$ cat config.mk
export PLATFORM = sky130hd
export DESIGN_NAME = uart_cmd_parser
export DESIGN_NICKNAME = d
export VERILOG_FILES = /design/src/rtl/uart_cmd_pkg.sv /design/src/rtl/cmd_timeout_timer.sv /design/src/rtl/uart_cmd_parser.sv
export SDC_FILE = /design/constraint.sdc
export NUM_CORES = 1
export LEC_CHECK = 0
export ABC_AREA = 1
export BUFFER_PORTS_ARGS = -buffer_cell sky130_fd_sc_hd__buf_2
export CORE_AREA = 2 2 91 93
export CTS_BUF_LIST = sky130_fd_sc_hd__clkbuf_8
export CTS_CLUSTER_DIAMETER = 100
export DETAILED_ROUTE_END_ITERATION = 16
export DIE_AREA = 0 0 93 95
export PLACE_DENSITY = 0.81
export RECOVER_POWER = 25
export SYNTH_ARGS = -nofsm -noshare
export SYNTH_HDL_FRONTEND = slang
export SYNTH_HIERARCHICAL = 1
export SYNTH_SLANG_ARGS = --single-unit
$ cat constraint.sdc
create_clock -name clk -period 3.3 [get_ports clk]
set_clock_uncertainty 0.15 [all_clocks]
set_input_delay 0.33 -clock clk [delete_from_list [all_inputs] [get_ports clk]]
set_output_delay 0.33 -clock clk [all_outputs]
set_load 0.01 [all_outputs]
$ cat src/rtl/uart_cmd_pkg.sv
// Shared types and constants for the UART servo command parser.
// Contents:
//   state_e  - parser FSM states
//   SyncByte - frame start marker
//   AckByte  - reply for an accepted frame
//   NackByte - reply for a rejected or aborted frame
//   checksum - 8-bit wrapping sum of id and angle
package uart_cmd_pkg;

  typedef enum logic [2:0] {
    StIdle,
    StGetId,
    StGetAng,
    StGetCsum,
    StIssue,
    StReply
  } state_e;

  localparam logic [7:0] SyncByte = 8'hFF;
  localparam logic [7:0] AckByte  = 8'h06;
  localparam logic [7:0] NackByte = 8'h15;

  function automatic logic [7:0] checksum(input logic [7:0] id, input logic [7:0] angle);
    return id + angle;
  endfunction

endpackage

$ cat src/rtl/cmd_timeout_timer.sv
// Inter-byte timeout counter.
// Ports:
//   clk, rst_n  - clock, asynchronous active-low reset
//   clear_i     - synchronous clear, dominates enable
//   enable_i    - count one per cycle while high
//   expired_o   - high while enabled and the count sits at Timeout-1
module cmd_timeout_timer #(
  parameter int unsigned Timeout = 5000000
) (
  input  logic clk,
  input  logic rst_n,
  input  logic clear_i,
  input  logic enable_i,
  output logic expired_o
);

  localparam int unsigned CntW = (Timeout > 1) ? $clog2(Timeout) : 1;
  localparam logic [CntW-1:0] LastCnt = CntW'(Timeout - 1);

  logic [CntW-1:0] cnt_q, cnt_d;

  always_comb begin
    cnt_d = cnt_q;
    if (clear_i) begin
      cnt_d = '0;
    end else if (enable_i && (cnt_q != LastCnt)) begin
      // Parks at the terminal value instead of wrapping.
      cnt_d = cnt_q + CntW'(1);
    end
  end

  always_ff @(posedge clk or negedge rst_n) begin
    if (!rst_n) begin
      cnt_q <= '0;
    end else begin
      cnt_q <= cnt_d;
    end
  end

  assign expired_o = enable_i && (cnt_q == LastCnt);

endmodule

$ cat src/rtl/uart_cmd_parser.sv
// Assembles 4-byte servo frames (sync, id, angle, checksum) from UART receive strobes,
// issues validated commands over a valid/ready handshake and answers each completed or
// aborted frame with a single ACK/NACK byte.
// Ports:
//   clk, rst_n           - clock, asynchronous active-low reset
//   received_i, rx_byte_i - receive strobe and byte
//   recv_error_i         - receive framing-error strobe
//   is_transmitting_i    - UART transmitter busy
//   transmit_o, tx_byte_o - one-cycle send request and reply byte
//   cmd_valid_o, cmd_ready_i, cmd_id_o, cmd_angle_o - command handshake
//   err_count_o          - saturating count of NACKed frames
module uart_cmd_parser
  import uart_cmd_pkg::*;
#(
  parameter int unsigned NUM_SERVOS     = 12,
  parameter int unsigned MAX_ANGLE      = 180,
  parameter int unsigned TIMEOUT_CYCLES = 5000000,
  parameter logic [7:0]  SYNC_BYTE      = SyncByte,
  parameter logic [7:0]  ACK_BYTE       = AckByte,
  parameter logic [7:0]  NACK_BYTE      = NackByte,
  localparam int unsigned IdW = (NUM_SERVOS > 1) ? $clog2(NUM_SERVOS) : 1
) (
  input  logic           clk,
  input  logic           rst_n,
  input  logic           received_i,
  input  logic [7:0]     rx_byte_i,
  input  logic           recv_error_i,
  input  logic           is_transmitting_i,
  output logic           transmit_o,
  output logic [7:0]     tx_byte_o,
  output logic           cmd_valid_o,
  input  logic           cmd_ready_i,
  output logic [IdW-1:0] cmd_id_o,
  output logic [7:0]     cmd_angle_o,
  output logic [7:0]     err_count_o
);

  localparam logic [8:0] NumServosW = 9'(NUM_SERVOS);
  localparam logic [7:0] MaxAngleW  = 8'(MAX_ANGLE);

  state_e           state_q, state_d;
  logic [7:0]       id_q, id_d;
  logic [7:0]       ang_q, ang_d;
  logic [7:0]       tx_byte_q, tx_byte_d;
  logic [7:0]       err_q, err_d;
  logic             cmd_valid_q, cmd_valid_d;
  logic [IdW-1:0]   cmd_id_q, cmd_id_d;
  logic [7:0]       cmd_angle_q, cmd_angle_d;
  logic             nack;
  logic             frame_ok;
  logic             timer_active;
  logic             timer_expired;

  assign timer_active = (state_q == StGetId) || (state_q == StGetAng) ||
                        (state_q == StGetCsum);

  cmd_timeout_timer #(
    .Timeout(TIMEOUT_CYCLES)
  ) u_timer (
    .clk      (clk),
    .rst_n    (rst_n),
    .clear_i  (received_i | ~timer_active),
    .enable_i (timer_active),
    .expired_o(timer_expired)
  );

  assign frame_ok = (rx_byte_i == checksum(id_q, ang_q)) &&
                    ({1'b0, id_q} < NumServosW) && (ang_q <= MaxAngleW);

  always_comb begin
    state_d     = state_q;
    id_d        = id_q;
    ang_d       = ang_q;
    tx_byte_d   = tx_byte_q;
    err_d       = err_q;
    cmd_valid_d = cmd_valid_q;
    cmd_id_d    = cmd_id_q;
    cmd_angle_d = cmd_angle_q;
    nack        = 1'b0;

    // Within a frame: recv_error beats a byte, and a byte beats the timeout.
    unique case (state_q)
      StIdle: begin
        if (received_i && (rx_byte_i == SYNC_BYTE)) state_d = StGetId;
      end
      StGetId: begin
        if (recv_error_i) begin
          nack = 1'b1;
        end else if (received_i) begin
          // A repeated sync is a resync; the timer restarts via the receive strobe.
          if (rx_byte_i != SYNC_BYTE) begin
            id_d    = rx_byte_i;
            state_d = StGetAng;
          end
        end else if (timer_expired) begin
          nack = 1'b1;
        end
      end
      StGetAng: begin
        if (recv_error_i) begin
          nack = 1'b1;
        end else if (received_i) begin
          ang_d   = rx_byte_i;
          state_d = StGetCsum;
        end else if (timer_expired) begin
          nack = 1'b1;
        end
      end
      StGetCsum: begin
        if (recv_error_i) begin
          nack = 1'b1;
        end else if (received_i) begin
          if (frame_ok) begin
            cmd_valid_d = 1'b1;
            cmd_id_d    = id_q[IdW-1:0];
            cmd_angle_d = ang_q;
            state_d     = StIssue;
          end else begin
            nack = 1'b1;
          end
        end else if (timer_expired) begin
          nack = 1'b1;
        end
      end
      StIssue: begin
        if (cmd_ready_i) begin
          cmd_valid_d = 1'b0;
          tx_byte_d   = ACK_BYTE;
          state_d     = StReply;
        end
      end
      StReply: begin
        if (!is_transmitting_i) state_d = StIdle;
      end
      default: state_d = StIdle;
    endcase

    if (nack) begin
      tx_byte_d = NACK_BYTE;
      state_d   = StReply;
      if (err_q != 8'hFF) err_d = err_q + 8'd1;
    end
  end

  always_ff @(posedge clk or negedge rst_n) begin
    if (!rst_n) begin
      state_q     <= StIdle;
      id_q        <= '0;
      ang_q       <= '0;
      tx_byte_q   <= '0;
      err_q       <= '0;
      cmd_valid_q <= 1'b0;
      cmd_id_q    <= '0;
      cmd_angle_q <= '0;
    end else begin
      state_q     <= state_d;
      id_q        <= id_d;
      ang_q       <= ang_d;
      tx_byte_q   <= tx_byte_d;
      err_q       <= err_d;
      cmd_valid_q <= cmd_valid_d;
      cmd_id_q    <= cmd_id_d;
      cmd_angle_q <= cmd_angle_d;
    end
  end

  // The reply byte is loaded on entry to StReply, so it is already stable when the pulse fires.
  assign transmit_o  = (state_q == StReply) && !is_transmitting_i;
  assign tx_byte_o   = tx_byte_q;
  assign cmd_valid_o = cmd_valid_q;
  assign cmd_id_o    = cmd_id_q;
  assign cmd_angle_o = cmd_angle_q;
  assign err_count_o = err_q;

endmodule
==> summary.md <==
| Metric | Value |
|---|---|
| Flip-flop cell with the highest count after synthesis | `sky130_fd_sc_hd__dfrtp_1` |
| Number of pins with negative max-slew slack in the final report | `31` |
| Startpoint types | `register` |
| Clock latency of the later-clocked register in the worst-skew pair | `0.35 ns` |
| Highest Signal Layer | `met4` |
| Violations in the final reports | `capacitance limit, slew limit` |
| Layout-stage area growth over the synthesis result | `10.6%` |
| Detailed placer's ending HPWL | `7340 µm` |
| Power Dens Cells | `633 nW/µm²` |
| Max Fclk | `0.374 GHz` |
| Proportion of synthesized flip-flops having asynchronous set or reset | `100%` |
| Routability congestion estimate from global placement | `0.954` |
| Average instance area after synthesis | `7.31 µm²` |
| Final cycle utilization of the critical path | `81.1%` |
| Diodes inserted | `0` |
| Worst-Margin Slew | `1.65 ns` |
| Endpoint arrival time on the critical path | `2.76 ns` |
| Shortest period the worst path allows | `2.67 ns` |
| Number of fillers in the final layout | `741` |
| Overall power of the completed layout | `2.95 mW` |
| Share of layout cells above drive strength 1 | `15.0%` |
| Initial antenna violation count | `0` |
| Dominant cell type by count on the critical path | `sky130_fd_sc_hd__nand2_1` |
| Summed instance area of the synthesized netlist | `4220 µm²` |
| Fin nets | `646` |
| # Max-Cap Violations | `1` |
| Sum of routed wire segments on met1 | `4490 µm` |
| CTS tree | `built` |
| Die area | `8840 µm²` |
| Buffers from clock root to sink, at most | `2` |
| Drt total wl | `9850 µm` |
| Initial DRC Count | `229` |
| Wire length on met3 | `419 µm` |
| Number of DRC violations after detailed routing | `0` |
| Number of clock buffers inserted by TritonCTS | `9` |
| Largest net degree at the start of global routing | `31` |
| Gate Count Post-Synth | `577` |
| Maximum vdd ir drop | `0.540 mV` |
| Core area | `7930 µm²` |
| Port Buffers | `39` |
| Number of distinct library cells after synthesis | `42` |
| Ordered list of cells on the worst path | `ha_1 -> fa_1 -> inv_1 -> nand2_1 -> nand2_1 -> nor2_1 -> nand2_1 -> nor2_1 -> nand3_2 -> nor2_4 -> nand4_4 -> mux2_2` |
| Average via count per standard cell | `5.26` |
| Critical hold path startpoint | `rx_byte_i[5]` |
| Highest-delay cell along the critical path | `sky130_fd_sc_hd__fa_1` |
| CP max stage delay | `0.52 ns` |
| Hold violation count in the final report | `0` |
| Endpoint required time on the critical path | `3.38 ns` |
| Clock H-tree levels | `3` |
| Starting Density | `53.2%` |
| Number of detailed-route iterations in the first pass | `5` |
| Number of enable-type register cells in the synthesized netlist | `0` |
| Total Neg Setup Slack | `0 ns` |
| Wire per inst | `13.5 µm` |
| Start-to-end type of the worst setup path | `register to register` |
| Horiz. Die Dim | `93 µm` |
| Utilization of the core after routing | `58.9%` |
| Count of pins on the block boundary | `44` |
| Number of antenna-violating nets in the routed design | `0` |
| Number of synthesis warnings | `6` |
| Critical Path End Type | `register` |
| Overall via count from detail_route | `3,852` |
| Clk root buf | `sky130_fd_sc_hd__clkbuf_8` |
| Flip-flop and latch count after synthesis | `66` |
| Sequential fraction of the synthesis area | `39.2%` |
| Buffers inserted by post-CTS timing repair | `0` |
| DIE HEIGHT | `95 µm` |
| Type of the worst min-delay path | `input pin to register` |
| Critical-path maximum fanout | `10` |
| Wire length on met2 | `4810 µm` |
| Run status | `finished with violations` |
| Setup violation total in the final timing report | `0` |
| Number of standard-cell rows in the floorplan | `33` |
| Clock sink count | `66` |
| Leakage power summed over all cells | `2.29 nW` |
| GRT Resource Usage Total | `23.5%` |
| PostCTS Resize Cnt | `0` |
| RSZ-0062 raised after global routing | `no` |
| R2R Path Start | `id_q[0]` |
| Critical Path Start | `id_q[0]` |
| Number of global-route vias before repair | `3,636` |
| Clock-pin slew of the registers on the worst-case setup and hold paths | `0.08 ns` |
| Relative slew slack | `-10.0%` |
| Overall overflow remaining after global route | `0` |
| First-pass GRT wire length | `16,500 µm` |
-- placed cells by master, fill, tap and decap left out, types with 8 or more instances in the layout --
| cell | n |
|---|---|
| sky130_fd_sc_hd__nand2_1 | 188 |
| sky130_fd_sc_hd__inv_1 | 67 |
| sky130_fd_sc_hd__dfrtp_1 | 66 |
| sky130_fd_sc_hd__nor2_1 | 62 |
| sky130_fd_sc_hd__nand3_1 | 34 |
| sky130_fd_sc_hd__o21ai_0 | 27 |
| sky130_fd_sc_hd__buf_2 | 27 |
| sky130_fd_sc_hd__nand4_1 | 15 |
| sky130_fd_sc_hd__clkbuf_1 | 12 |
| sky130_fd_sc_hd__clkbuf_8 | 10 |
| sky130_fd_sc_hd__mux2_2 | 9 |
| sky130_fd_sc_hd__ha_1 | 9 |
| sky130_fd_sc_hd__xnor2_1 | 8 |
-- per-layer routing --
layer | vias to the layer above | track usage (%)
met1 | 1824 | 31.1
met3 | 15 | 3.91
met5 | - | 0
met2 | 102 | 38.9
met4 | 0 | 8.70
li1 | 1911 | -
-- sequential cells by signal, summed over array words and instances, names as in the netlist --
register,flops
id_q,8
err_count_o,8
state_q,3
tx_byte_o,3
u_timer/cnt_q,23
cmd_id_o,4
ang_q,8
cmd_angle_o,8
cmd_valid_o,1
-- timing repair --
action	in CTS	in global routing
hold buffers	1	0
endpoints found under the hold margin	28	0
setup endpoints to repair	0	0
-- path summary, 6_finish.rpt --
check / endpoint / slack, ns / cells after the start
min in group asynchronous: ang_q[4] / 0.80 / 2
worst min-delay path: ang_q[5] / 0.14 / 3
worst max-delay path: cmd_id_o[0] / 0.63 / 12
worst max register to register: cmd_id_o[0] / 0.63 / 12
worst min register to register: tx_byte_o[2] / 0.33 / 1
max in group asynchronous: u_timer/cnt_q[11] / 1.12 / 3
-- power by group --
group	switching, mW	internal [mW]
Clock	0.345	0.299
Sequential	0.165	0.946
Combinational	0.784	0.413
Total	1.29	1.66
-- layout make-up --
class | count | area, µm² | area share [%]
timing repair buffer | 43 | 213 | 4.56
inverter | 76 | 290 | 6.22
sequential | 66 | 1650 | 35.4
multi-input combinational | 426 | 2190 | 47.0
tap | 105 | 131 | 2.82
clock inverter | 6 | 48.8 | 1.05
clock buffer | 10 | 138 | 2.95
-- synthesized netlist by cell type, types with 3 or more instances --
cell                       instances  area [µm²]
sky130_fd_sc_hd__ha_1              9         113
sky130_fd_sc_hd__buf_4             5        37.5
sky130_fd_sc_hd__o21ai_0          27         135
sky130_fd_sc_hd__xor2_1            5        43.8
sky130_fd_sc_hd__nand2_2           4        25.0
sky130_fd_sc_hd__o21ai_1           5        25.0
sky130_fd_sc_hd__clkinv_1          3        11.3
sky130_fd_sc_hd__nor2_1           62         233
sky130_fd_sc_hd__dfrtp_1          66        1650
sky130_fd_sc_hd__nand2_4           4        45.0
sky130_fd_sc_hd__nor2_2            6        37.5
sky130_fd_sc_hd__o21ai_2           7        61.3
sky130_fd_sc_hd__nand3_2           4        40.0
sky130_fd_sc_hd__clkbuf_1          4        15.0
sky130_fd_sc_hd__nand2_1         188         706
sky130_fd_sc_hd__a21oi_1           7        35.0
sky130_fd_sc_hd__inv_1            67         251
sky130_fd_sc_hd__mux2_2            9         101
sky130_fd_sc_hd__nand3_1          34         170
sky130_fd_sc_hd__inv_2             5        18.8
sky130_fd_sc_hd__xnor2_1           8        70.1
sky130_fd_sc_hd__nand4_1          15        93.8
sky130_fd_sc_hd__nand3b_1          5        37.5
sky130_fd_sc_hd__nor3_1            5        25.0
-- metrics by stage --
| step | cells | worst slack (ns) | hold WS [ns] | cell area, µm² |
|---|---|---|---|---|
| after floorplan | 580 | 0.879 | -0.116 | 4230 |
| after global placement | 715 | 0.760 | 0.257 | 4480 |
| after detailed placement | 715 | 0.646 | 0.263 | 4480 |
| after CTS | 732 | 0.640 | 0.129 | 4680 |
| after global routing | 732 | 0.417 | 0.154 | 4670 |
| final | 732 | 0.625 | 0.140 | 4670 |
-- cells by family (layout without fill, tap and decap cells) --
kind of cell	count (synthesis)	after routing	synth area share, %
and+or+nand+nor	338	338	36.2
AOI/OAI and AO/OA	52	52	7.21
buffers and inverters	88	135	9.11
other	1	4	0.0889
muxes	9	9	2.40
xor gates and xnor gates	13	13	2.70
DFF	66	66	39.2
adders and majority gates	10	10	3.14
-- critical path: cells and delay by family (launching register included) --
kind                       cells  cell delay (ns)
buffers and inverters          1             0.05
DFF                            1             0.41
muxes                          1             0.35
adders and majority gates      2             0.76
and+or+nand+nor                8             0.83
Power figures use the tool's default switching activity.
